[src/rtl/cond_flag_unit_pkg.sv]
// ---------------------------------------------------------------------------
// pda_cond_pkg : condition codes, NZCV flag struct and flag bit positions
// Rev 1.0
// ---------------------------------------------------------------------------
`default_nettype none

package pda_cond_pkg;

  typedef enum logic [3:0] {
    COND_EQ  = 4'h0,
    COND_NE  = 4'h1,
    COND_CS  = 4'h2,
    COND_CC  = 4'h3,
    COND_MI  = 4'h4,
    COND_PL  = 4'h5,
    COND_VS  = 4'h6,
    COND_VC  = 4'h7,
    COND_HI  = 4'h8,
    COND_LS  = 4'h9,
    COND_GE  = 4'hA,
    COND_LT  = 4'hB,
    COND_GT  = 4'hC,
    COND_LE  = 4'hD,
    COND_AL  = 4'hE,
    COND_RSV = 4'hF
  } cond_e;

  typedef struct packed {
    logic n;
    logic z;
    logic c;
    logic v;
  } flags_t;

  localparam int FLAG_N = 3;
  localparam int FLAG_Z = 2;
  localparam int FLAG_C = 1;
  localparam int FLAG_V = 0;

endpackage

`default_nettype wire

[src/rtl/cond_flag_unit_if.sv]
// ---------------------------------------------------------------------------
// cond_flag_unit_if : decoder-side bundle of the conditional unit
// Rev 1.0
// ---------------------------------------------------------------------------
`default_nettype none

interface cond_flag_unit_if #(
  parameter int NUM_CTX = 1,
  parameter int CNT_W   = 16
);
  localparam int CTX_W = (NUM_CTX > 1) ? $clog2(NUM_CTX) : 1;

  logic             valid_i;
  logic             stall_i;
  logic [CTX_W-1:0] ctx_i;
  logic [3:0]       cond_i;
  logic [3:0]       alu_flags_i;
  logic [1:0]       flag_w_i;
  logic             pcs_i;
  logic             reg_w_i;
  logic             mem_w_i;
  logic             no_write_i;
  logic             clr_cnt_i;
  logic             pc_src_o;
  logic             reg_write_o;
  logic             mem_write_o;
  logic             cond_ex_o;
  logic             cond_ex_q_o;
  logic [3:0]       flags_o;
  logic [CNT_W-1:0] skip_cnt_o;

  modport master (
    output valid_i, stall_i, ctx_i, cond_i, alu_flags_i, flag_w_i,
           pcs_i, reg_w_i, mem_w_i, no_write_i, clr_cnt_i,
    input  pc_src_o, reg_write_o, mem_write_o, cond_ex_o, cond_ex_q_o,
           flags_o, skip_cnt_o
  );

  modport slave (
    input  valid_i, stall_i, ctx_i, cond_i, alu_flags_i, flag_w_i,
           pcs_i, reg_w_i, mem_w_i, no_write_i, clr_cnt_i,
    output pc_src_o, reg_write_o, mem_write_o, cond_ex_o, cond_ex_q_o,
           flags_o, skip_cnt_o
  );

endinterface

`default_nettype wire

[src/rtl/cond_flag_unit_cond_check.sv]
// ---------------------------------------------------------------------------
// cond_check : combinational evaluation of a 4-bit condition against NZCV
// Rev 1.0
// ---------------------------------------------------------------------------
`default_nettype none

module cond_check
  import pda_cond_pkg::*;
(
  input  cond_e  cond_i,
  input  flags_t flags_i,
  output logic   pass_o
);

  always_comb begin
    pass_o = 1'b0;
    unique case (cond_i)
      COND_EQ:  pass_o = flags_i.z;
      COND_NE:  pass_o = ~flags_i.z;
      COND_CS:  pass_o = flags_i.c;
      COND_CC:  pass_o = ~flags_i.c;
      COND_MI:  pass_o = flags_i.n;
      COND_PL:  pass_o = ~flags_i.n;
      COND_VS:  pass_o = flags_i.v;
      COND_VC:  pass_o = ~flags_i.v;
      COND_HI:  pass_o = flags_i.c & ~flags_i.z;
      COND_LS:  pass_o = ~flags_i.c | flags_i.z;
      COND_GE:  pass_o = (flags_i.n == flags_i.v);
      COND_LT:  pass_o = (flags_i.n != flags_i.v);
      COND_GT:  pass_o = ~flags_i.z & (flags_i.n == flags_i.v);
      COND_LE:  pass_o = flags_i.z | (flags_i.n != flags_i.v);
      COND_AL:  pass_o = 1'b1;
      COND_RSV: pass_o = 1'b0;
      default:  pass_o = 1'b0;
    endcase
  end

endmodule

`default_nettype wire

[src/rtl/cond_flag_unit.sv]
// ---------------------------------------------------------------------------
// cond_flag_unit : per-context NZCV flags, condition gating of PC/reg/mem
//                  writes; optional skip counter when SKIP_CNT_EN is defined
// Rev 1.0
// ---------------------------------------------------------------------------
`default_nettype none

module cond_flag_unit
  import pda_cond_pkg::*;
#(
  parameter int NUM_CTX = 1,
  parameter int CNT_W   = 16
) (
  input  wire             clk,
  input  wire             reset,
  cond_flag_unit_if.slave bus
);

  localparam int CTX_W = (NUM_CTX > 1) ? $clog2(NUM_CTX) : 1;

  flags_t flags_q [NUM_CTX];
  flags_t flags_d [NUM_CTX];
  flags_t sel_flags;
  logic   ctx_ok;
  logic   act;
  logic   cond_pass;
  logic   cond_ex;
  logic   cond_ex_q_q;
  logic   cond_ex_q_d;

  // Only the registered flags of the addressed context feed the condition check
  always_comb begin
    sel_flags = '0;
    ctx_ok    = 1'b0;
    for (int i = 0; i < NUM_CTX; i++) begin
      if (bus.ctx_i == CTX_W'(i)) begin
        sel_flags = flags_q[i];
        ctx_ok    = 1'b1;
      end
    end
  end

  assign act = bus.valid_i & ~bus.stall_i & ctx_ok;

  cond_check u_cond_check (
    .cond_i  (cond_e'(bus.cond_i)),
    .flags_i (sel_flags),
    .pass_o  (cond_pass)
  );

  assign cond_ex         = act & cond_pass;
  assign bus.cond_ex_o   = cond_ex;
  assign bus.pc_src_o    = cond_ex & bus.pcs_i;
  assign bus.reg_write_o = cond_ex & bus.reg_w_i & ~bus.no_write_i;
  assign bus.mem_write_o = cond_ex & bus.mem_w_i;
  assign bus.flags_o     = sel_flags;
  assign bus.cond_ex_q_o = cond_ex_q_q;

  always_comb begin
    for (int i = 0; i < NUM_CTX; i++) begin
      flags_d[i] = flags_q[i];
      if (cond_ex && (bus.ctx_i == CTX_W'(i))) begin
        if (bus.flag_w_i[1]) begin
          flags_d[i].n = bus.alu_flags_i[FLAG_N];
          flags_d[i].z = bus.alu_flags_i[FLAG_Z];
        end
        if (bus.flag_w_i[0]) begin
          flags_d[i].c = bus.alu_flags_i[FLAG_C];
          flags_d[i].v = bus.alu_flags_i[FLAG_V];
        end
      end
    end
  end

  assign cond_ex_q_d = bus.stall_i ? cond_ex_q_q : cond_ex;

  always_ff @(posedge clk or posedge reset) begin
    if (reset) begin
      for (int i = 0; i < NUM_CTX; i++) begin
        flags_q[i] <= '0;
      end
      cond_ex_q_q <= 1'b0;
    end else begin
      for (int i = 0; i < NUM_CTX; i++) begin
        flags_q[i] <= flags_d[i];
      end
      cond_ex_q_q <= cond_ex_q_d;
    end
  end

`ifdef SKIP_CNT_EN
  logic [CNT_W-1:0] skip_cnt_q;
  logic [CNT_W-1:0] skip_cnt_d;

  // Clear beats increment and is honoured even while stalled
  always_comb begin
    skip_cnt_d = skip_cnt_q;
    if (bus.clr_cnt_i) begin
      skip_cnt_d = '0;
    end else if (act && !cond_pass && !(&skip_cnt_q)) begin
      skip_cnt_d = skip_cnt_q + 1'b1;
    end
  end

  always_ff @(posedge clk or posedge reset) begin
    if (reset) begin
      skip_cnt_q <= '0;
    end else begin
      skip_cnt_q <= skip_cnt_d;
    end
  end

  assign bus.skip_cnt_o = skip_cnt_q;
`else
  logic unused_clr_cnt;
  assign unused_clr_cnt = bus.clr_cnt_i;
  assign bus.skip_cnt_o = '0;
`endif

endmodule

`default_nettype wire

[src/flat_wrapper.sv]
// flat-port wrapper written by rule: the top's interface ports become plain ports
module cond_flag_unit_flat import pda_cond_pkg::*;
#(
  parameter int NUM_CTX = 1,
  parameter int CNT_W   = 16
)
  (clk, reset, bus_valid_i, bus_stall_i, bus_ctx_i, bus_cond_i, bus_alu_flags_i, bus_flag_w_i, bus_pcs_i, bus_reg_w_i, bus_mem_w_i, bus_no_write_i, bus_clr_cnt_i, bus_pc_src_o, bus_reg_write_o, bus_mem_write_o, bus_cond_ex_o, bus_cond_ex_q_o, bus_flags_o, bus_skip_cnt_o);
  cond_flag_unit_if #(.NUM_CTX(NUM_CTX), .CNT_W(CNT_W)) bus_i ();
  input  wire clk;
  input  wire reset;
  input wire logic [$bits(bus_i.valid_i)-1:0] bus_valid_i;
  input wire logic [$bits(bus_i.stall_i)-1:0] bus_stall_i;
  input wire logic [$bits(bus_i.ctx_i)-1:0] bus_ctx_i;
  input wire logic [$bits(bus_i.cond_i)-1:0] bus_cond_i;
  input wire logic [$bits(bus_i.alu_flags_i)-1:0] bus_alu_flags_i;
  input wire logic [$bits(bus_i.flag_w_i)-1:0] bus_flag_w_i;
  input wire logic [$bits(bus_i.pcs_i)-1:0] bus_pcs_i;
  input wire logic [$bits(bus_i.reg_w_i)-1:0] bus_reg_w_i;
  input wire logic [$bits(bus_i.mem_w_i)-1:0] bus_mem_w_i;
  input wire logic [$bits(bus_i.no_write_i)-1:0] bus_no_write_i;
  input wire logic [$bits(bus_i.clr_cnt_i)-1:0] bus_clr_cnt_i;
  output wire logic [$bits(bus_i.pc_src_o)-1:0] bus_pc_src_o;
  output wire logic [$bits(bus_i.reg_write_o)-1:0] bus_reg_write_o;
  output wire logic [$bits(bus_i.mem_write_o)-1:0] bus_mem_write_o;
  output wire logic [$bits(bus_i.cond_ex_o)-1:0] bus_cond_ex_o;
  output wire logic [$bits(bus_i.cond_ex_q_o)-1:0] bus_cond_ex_q_o;
  output wire logic [$bits(bus_i.flags_o)-1:0] bus_flags_o;
  output wire logic [$bits(bus_i.skip_cnt_o)-1:0] bus_skip_cnt_o;
  assign bus_i.valid_i = bus_valid_i;
  assign bus_i.stall_i = bus_stall_i;
  assign bus_i.ctx_i = bus_ctx_i;
  assign bus_i.cond_i = bus_cond_i;
  assign bus_i.alu_flags_i = bus_alu_flags_i;
  assign bus_i.flag_w_i = bus_flag_w_i;
  assign bus_i.pcs_i = bus_pcs_i;
  assign bus_i.reg_w_i = bus_reg_w_i;
  assign bus_i.mem_w_i = bus_mem_w_i;
  assign bus_i.no_write_i = bus_no_write_i;
  assign bus_i.clr_cnt_i = bus_clr_cnt_i;
  assign bus_pc_src_o = bus_i.pc_src_o;
  assign bus_reg_write_o = bus_i.reg_write_o;
  assign bus_mem_write_o = bus_i.mem_write_o;
  assign bus_cond_ex_o = bus_i.cond_ex_o;
  assign bus_cond_ex_q_o = bus_i.cond_ex_q_o;
  assign bus_flags_o = bus_i.flags_o;
  assign bus_skip_cnt_o = bus_i.skip_cnt_o;
  cond_flag_unit #(.NUM_CTX(NUM_CTX), .CNT_W(CNT_W)) u_core (.clk(clk), .reset(reset), .bus(bus_i));
endmodule
[config.mk]
export PLATFORM = sky130hd
export DESIGN_NAME = cond_flag_unit_flat
export DESIGN_NICKNAME = d
export VERILOG_FILES = /design/src/rtl/cond_flag_unit_pkg.sv /design/src/rtl/cond_flag_unit_if.sv /design/src/rtl/cond_flag_unit_cond_check.sv /design/src/rtl/cond_flag_unit.sv /design/src/flat_wrapper.sv
export SDC_FILE = /design/constraint.sdc
export NUM_CORES = 1
export LEC_CHECK = 0
export CAP_MARGIN = 20
export CORE_UTILIZATION = 34
export CTS_CLUSTER_DIAMETER = 40
export DETAILED_ROUTE_END_ITERATION = 6
export GPL_TIMING_DRIVEN = 1
export HOLD_SLACK_MARGIN = 0.02
export PLACE_DENSITY = 0.79
export SLEW_MARGIN = 20
export SYNTH_ARGS = -nofsm -noshare
export SYNTH_HDL_FRONTEND = slang
export SYNTH_SLANG_ARGS = --single-unit
[constraint.sdc]
create_clock -name clk -period 3 [get_ports clk]
set_input_delay 0.6 -clock clk [delete_from_list [all_inputs] [get_ports clk]]
set_output_delay 0.6 -clock clk [all_outputs]
set_load 0.1 [all_outputs]
==> impl_metrics.py, run 1 <==
metrics = {
    "sta": {
        "skew_ns": 0.004384,
        "hold_slack_ns": 0.4871,
        "period_needed_ns": 2.888,
        "finalSetupViolCount": 0,
        "max_freq_ghz": 0.3462,
        "rsz0062_at_grt": "false",
        "finalHoldViolCount": 0,
        "fin_ws_ns": 0.1117,
        "setup_tns_ns": 0,
        "finalMaxSlewViolations": 0,
        "min_period_over_period_pct": 96.28,
    },
    "layout": {
        "seqCellArea_um2": 125.1,
        "n_antenna_cell": 0,
        "final_layout_size_suffix_gt1_share_pct": 41.88,
        "num-fill-cells": 147,
        "multi_input_area_um2": 488.0,
        "synthToLayoutAreaGrowth_pct": 86.37,
        "design_area_um2": 1164,
        "fin_nets": 138,
    },
    "synth": {
        "syn_avg_cell_area_um2": 8.919,
        "syn-cell-area_um2": 624.3,
        "async_flop_share_pct": 100.0,
        "ys_ff_latch": 5,
        "synth_cells": 70,
        "yosysSeqAreaShare_pct": 20.04,
        "ys.flop_type": "dfrtp_1",
        "ys_types": 32,
        "ys_warn_count": 0,
        "synth-edff-count": 0,
    },
    "setup_path": {
        "critPathArrivalTime_ns": 2.29,
        "setup.worst_path.end_class": "primary output",
        "max_stage_delay_ns": 0.26,
        "crit_family": "buffers and inverters",
        "start_kind": "primary input",
        "worstSetupPathType": "in -> out",
        "crit_chain": "clkdlybuf4s15_1 -> buf_6 -> mux2i_1 -> o31ai_2 -> o32ai_4 -> nor4b_4 -> buf_4 -> nor2_4 -> buf_4 -> buf_12",
        "required_ns": 2.40,
        "crit_fanout": 7,
        "crit_buf_inv": 5,
        "path_common_cell": "buf_4",
        "crit_slowest_cell": "o31ai_2",
    },
    "grt": {
        "grt_overflow": 0,
        "grt_use_met3_pct": 5.600,
        "use_met2_pct": 32.94,
        "gr-usage-met1_pct": 17.62,
        "grt_max_degree": 8,
        "grtUsageTotal_pct": 18.61,
        "top_usage_layer": "met2",
        "grt_first_pass_wirelength_mm": 2.663,
        "antenna_found_initial": 0,
        "grt_pass1_vias": 675,
    },
    "clocking": {
        "clock_path_buffers": 2,
        "cts_sinks": 5,
        "cts_tree": "done",
        "root_buffer": "clkbuf_4",
        "h-tree-depth": 1,
        "clk_pin_slew_ns": 0.04,
        "clk-insertion-delay-late_ns": 0.24,
        "cts_inserted_buffers": 3,
        "ctsHoldBuffers": 0,
    },
    "power_and_ir_drop": {
        "power_frac_clock_pct": 14.0,
        "p_int_w": 0.0002674,
        "p_seq_share_pct": 18.0,
        "power_density_nw_per_um2": 485.7,
        "p_sw_w": 0.0002978,
        "leakage_nw": 0.5283,
        "switching_share_pct": 52.69,
        "comb_power_share_pct": 68.0,
        "peakVddDrop_mv": 0.3502,
    },
    "floorplan": {
        "die_h_um": 44.85,
        "row_count": 15,
        "design.die.area_um2": 2012,
        "fp.coreArea_um2": 1727,
        "dieWidth_um": 44.85,
        "ios": 45,
        "initial_core_util_pct": 36.16,
    },
    "drt": {
        "drt_iter0_drc": 7,
        "vias": 677,
        "routedWlPerCell_um": 11.44,
        "viasPerCell": 4.768,
        "wl_mm": 1.624,
        "ant_nets": 0,
        "drt_pre_antenna_iters": 4,
        "drc_errors": 0,
    },
    "place": {
        "placed_area_um2": 1111,
        "place.gp.congestion": 0.7270,
        "port_buffers": 27,
        "preCtsSetupSlack_ns": -0.3540,
        "hpwlAfterDp_mm": 1.388,
    },
    "min_path": {
        "hp-class": "reg -> reg",
    },
    "status": {
        "status": "finished clean",
    },
    "run": {
        "cap_violations": 0,
    },
}
-- layer usage --
layer	wire length, µm	part of all wire (%)	vias up
met4	68	4.2	0
li1	-	-	314
met3	120	7.4	6
met5	0	0	-
met2	874	54	41
met1	560	34	316
-- cell usage in the layout, fill, tap and decap left out, types with 3 or more instances in the layout --
| cell type | n |
|---|---|
| buf_12 | 8 |
| conb_1 | 16 |
| inv_1 | 3 |
| mux2_1 | 3 |
| clkbuf_4 | 3 |
| clkdlybuf4s50_1 | 13 |
| nand2_1 | 4 |
| dfrtp_1 | 5 |
| buf_4 | 19 |
-- stage by stage --
stage,util (%),instances,total power [W]
global placement,64.35,138,0.0004682
detailed placement,64.35,138,0.0004760
CTS,66.59,142,0.0005615
global route,67.39,142,0.0005927
floorplan,-,85,0.0003716
finish,67.39,142,0.0005652
-- area by class of cell --
| cell class | instances | share of cell area, % |
|---|---|---|
| Multi-Input combinational cell | 59 | 41.94 |
| Sequential cell | 5 | 10.75 |
| Clock buffer | 4 | 2.258 |
| Inverter | 3 | 0.9677 |
| Tap cell | 25 | 2.688 |
| Timing Repair Buffer | 46 | 41.40 |
-- worst paths after layout --
kind	from	endpoint	slack (ns)	cells past startpoint
setup / recovery	bus_cond_i[1]	bus_cond_ex_o	0.11	10
hold / removal	u_core.bus.cond_ex_q_o$_DFFE_PP0N_	u_core.bus.cond_ex_q_o$_DFFE_PP0N_	0.49	1
setup reg to reg	u_core.flags_q[3]$_DFFE_PP0P_	u_core.flags_q[3]$_DFFE_PP0P_	0.69	9
hold reg to reg	u_core.bus.cond_ex_q_o$_DFFE_PP0N_	u_core.bus.cond_ex_q_o$_DFFE_PP0N_	0.49	1
max in group asynchronous	reset	u_core.flags_q[1]$_DFFE_PP0P_	2.27	2
min in group asynchronous	reset	u_core.flags_q[3]$_DFFE_PP0P_	0.55	2
-- power by group through the flow --
stage | Clock [W] | Combinational [W] | Sequential [W]
final | 0.0000789 | 0.000384 | 0.000102
after global routing | 0.0000867 | 0.000401 | 0.000105
after CTS | 0.0000827 | 0.000377 | 0.000102
after detailed placement | 0 | 0.000373 | 0.000103
after global placement | 0 | 0.000366 | 0.000102
after floorplan | 0 | 0.000267 | 0.000105
-- timing repair --
action | in CTS | in global routing
buffers inserted | 0 | 0
resized for setup | 11 | 7
endpoints found under the setup margin | 4 | 4
cloned | 0 | 0
pin swaps | 4 | 2
-- state kept, by name (all words and copies together), names as in the netlist --
| name | flops |
|---|---|
| u_core.bus.cond_ex_q_o | 1 |
| u_core.flags_q | 4 |
-- cells in the mapped netlist, types with 2 or more instances --
cell	instances	area share (%)
inv_1	3	1.8
buf_4	16	19
nor2_1	2	1.2
o21ai_0	3	2.4
and2_1	4	4.0
nor3b_2	2	4.0
nand2_1	4	2.4
and2b_1	3	3.6
mux2_1	3	5.4
dfrtp_1	5	20
mux2i_1	2	3.2
nand2b_1	2	2.0
nor4_1	2	2.0
-- kinds of logic (layout without fill, tap and decap cells) --
kind of cell / Yosys count / after routing / synth area share (%)
AO/OA/AOI/OAI: 10 / 10 / 13.83
AND/OR/NAND/NOR: 27 / 27 / 31.86
other: 1 / 16 / 0.6006
flip-flops: 5 / 5 / 20.04
XOR/XNOR: 1 / 1 / 1.403
buffers and inverters: 21 / 53 / 23.65
multiplexers: 5 / 5 / 8.617
-- worst register-to-register path, stage by stage, from the launching register on --
cell and delay (ns):
dfrtp_1 0.41, xnor2_1 0.31, nor3_1 0.09, nor4_1 0.26, buf_4 0.17, nor4b_4 0.04
buf_4 0.16, buf_4 0.15, nor3b_2 0.23, mux2_1 0.36
Note: power is estimated with default switching activity, not from simulation.
==> inputs of run 2 (changes only) <==
--- a/config.mk
+++ b/config.mk
@@ -9,7 +9,7 @@
 export CORE_UTILIZATION = 34
 export CTS_CLUSTER_DIAMETER = 40
 export DETAILED_ROUTE_END_ITERATION = 6
-export GPL_TIMING_DRIVEN = 1
+export GPL_TIMING_DRIVEN = 0
 export HOLD_SLACK_MARGIN = 0.02
 export PLACE_DENSITY = 0.79
 export SLEW_MARGIN = 20
==> run 2 against run 1 <==
Compared with the run above:
- clock skew fell by 0.0020 ns
- critical endpoint is now bus_reg_write_o
- largest cell class unchanged
- final area fell by 5.2%
- critical path depth fell by 2
- sequential cell count did not move
- via count fell by 9.9%
- wire length fell by 13%
- core utilization fell by 3.5 points
- sequential power barely moved
- maximum frequency fell by 1.0%
- first-iteration DRC count fell by 57%
- sequential share of layout area rose by 0.59 points
==> impl_metrics.py, run 2 (synthesis gave the netlist of run 1 again) <==
metrics = {
    "status": {
        "status": "finished clean",
    },
    "grt": {
        "grt_pass1_vias": 586,
        "grt_overflow": 0,
        "use_met2_pct": 31.47,
        "grt_use_met3_pct": 3.600,
        "top_usage_layer": "met2",
        "grt_first_pass_wirelength_mm": 2.304,
        "antenna_found_initial": 0,
        "gr-usage-met1_pct": 15.06,
        "grtUsageTotal_pct": 15.56,
        "grt_max_degree": 11,
    },
    "clocking": {
        "clk-insertion-delay-late_ns": 0.24,
        "cts_tree": "done",
        "root_buffer": "clkbuf_4",
        "clock_path_buffers": 2,
        "cts_sinks": 5,
        "cts_inserted_buffers": 3,
        "clk_pin_slew_ns": 0.04,
        "h-tree-depth": 1,
    },
    "setup_path": {
        "worstSetupPathType": "in -> out",
        "critPathArrivalTime_ns": 2.32,
        "path_common_cell": "nor4b_4",
        "max_stage_delay_ns": 0.35,
        "start_kind": "primary input",
        "crit_family": "simple AND/OR/NAND/NOR gates",
        "crit_slowest_cell": "or3b_1",
        "crit_fanout": 8,
        "crit_chain": "buf_2 -> or3b_1 -> o2111a_1 -> o32ai_4 -> nor4b_4 -> buf_4 -> nor4b_4 -> buf_6",
        "crit_buf_inv": 3,
        "required_ns": 2.40,
        "setup.worst_path.end_class": "primary output",
    },
    "layout": {
        "top_register": "u_core.flags_q",
        "n_antenna_cell": 0,
        "layout_common_cells": "buf_4 (20), clkdlybuf4s50_1 (18), conb_1 (16)",
        "finalNonFillerCells": 142,
        "final_layout_size_suffix_gt1_share_pct": 40.17,
        "design_area_um2": 1104,
        "fin_nets": 138,
        "final_common_cell": "buf_4",
        "synthToLayoutAreaGrowth_pct": 76.75,
        "largest_reg_flops": 4,
    },
    "sta": {
        "finalHoldViolCount": 0,
        "worstMarginPinSlew_ns": 0.9787,
        "rsz0062_at_grt": "false",
        "max_freq_ghz": 0.3428,
        "hold_slack_ns": 0.4886,
        "setup_tns_ns": 0,
        "period_needed_ns": 2.917,
        "skew_ns": 0.002378,
        "finalSetupViolCount": 0,
        "slew_headroom_pct": 34.55,
        "min_period_over_period_pct": 97.25,
        "finalMaxSlewViolations": 0,
    },
    "floorplan": {
        "initial_core_util_pct": 36.16,
        "row_count": 15,
        "die_h_um": 44.85,
        "fp.coreArea_um2": 1727,
        "ios": 45,
        "design.die.area_um2": 2012,
        "dieWidth_um": 44.85,
    },
    "run": {
        "cap_violations": 0,
    },
    "drt": {
        "drc_errors": 0,
        "viasPerCell": 4.296,
        "wl_mm": 1.412,
        "vias": 610,
        "ant_nets": 0,
        "routedWlPerCell_um": 9.944,
        "drt_iter0_drc": 3,
        "drt_pre_antenna_iters": 3,
    },
    "power_and_ir_drop": {
        "leakage_nw": 0.5161,
        "peakVddDrop_mv": 0.3091,
        "power_density_nw_per_um2": 490.1,
    },
    "place": {
        "port_buffers": 25,
        "dp_cells": 135,
        "placed_area_um2": 1011,
        "place.gp.congestion": 0.6363,
        "hpwlAfterDp_mm": 1.186,
    },
    "min_path": {
        "hp-class": "reg -> reg",
    },
}
run 2: metrics by stage:
step            power, W  utilization, %  setup WS (ns)
5_1_grt        0.0005731           63.91       0.002457
3_5_place_dp   0.0004346           58.55         -1.197
2_1_floorplan  0.0003716               -        -0.4248
3_3_place_gp   0.0004298           58.55         -1.185
6_report       0.0005409           63.91        0.08263
4_1_cts        0.0005231           61.52        0.06147
run 2: worst paths after layout:
kind                                               startpoint                                 end  slack (ns)  cells after the start
hold / removal             u_core.bus.cond_ex_q_o$_DFFE_PP0N_  u_core.bus.cond_ex_q_o$_DFFE_PP0N_        0.49                      1
max in group asynchronous                               reset  u_core.bus.cond_ex_q_o$_DFFE_PP0N_        2.27                      2
setup reg to reg                u_core.flags_q[3]$_DFFE_PP0P_       u_core.flags_q[0]$_DFFE_PP0P_        0.74                      8
hold reg to reg            u_core.bus.cond_ex_q_o$_DFFE_PP0N_  u_core.bus.cond_ex_q_o$_DFFE_PP0N_        0.49                      1
setup / recovery                                bus_cond_i[2]                     bus_reg_write_o        0.08                      8
min in group asynchronous                               reset       u_core.flags_q[2]$_DFFE_PP0P_        0.56                      2
run 2: cell type report:
type                            instances  area (µm²)
Buffer                                 18       140.1
Clock buffer                            4       26.28
Fill cell                             147       623.1
Inverter                                3       11.26
Multi-Input combinational cell         59       503.0
Sequential cell                         5       125.1
Tap cell                               25       31.28
Timing Repair Buffer                   28       266.5
run 2: per-layer routing:
metal	wire (µm)	part of all wire [%]	up-vias
met3	117	8.3	0
met5	0	0	-
met1	514	36	267
li1	-	-	310
met2	779	55	33
met4	0	0	0
run 2: timing repair:
item / CTS / global route
gates cloned: 0 / 0
gates resized for setup: 35 / 5
endpoints found under the setup margin: 4 / 3
pin swaps: 3 / 0
hold buffers: 0 / 0
setup buffers: 3 / 0
run 2: power breakdown:
part           switching (W)  leakage, nW  total [W]  internal (W)
sequential         0.0000202       0.0633   0.000105     0.0000846
clock              0.0000253       0.0150  0.0000755     0.0000501
combinational       0.000244        0.438   0.000361      0.000116
==> inputs of run 3 (changes only) <==
--- a/config.mk
+++ b/config.mk
@@ -5,9 +5,11 @@
 export SDC_FILE = /design/constraint.sdc
 export NUM_CORES = 1
 export LEC_CHECK = 0
+export ABC_CLOCK_PERIOD_IN_PS = 3000
 export CAP_MARGIN = 20
 export CORE_UTILIZATION = 34
 export CTS_CLUSTER_DIAMETER = 40
+export CTS_CLUSTER_SIZE = 40
 export DETAILED_ROUTE_END_ITERATION = 6
 export GPL_TIMING_DRIVEN = 0
 export HOLD_SLACK_MARGIN = 0.02
==> results of run 3 <==
Final layout, timing and power as in run 2 (identical DEF).
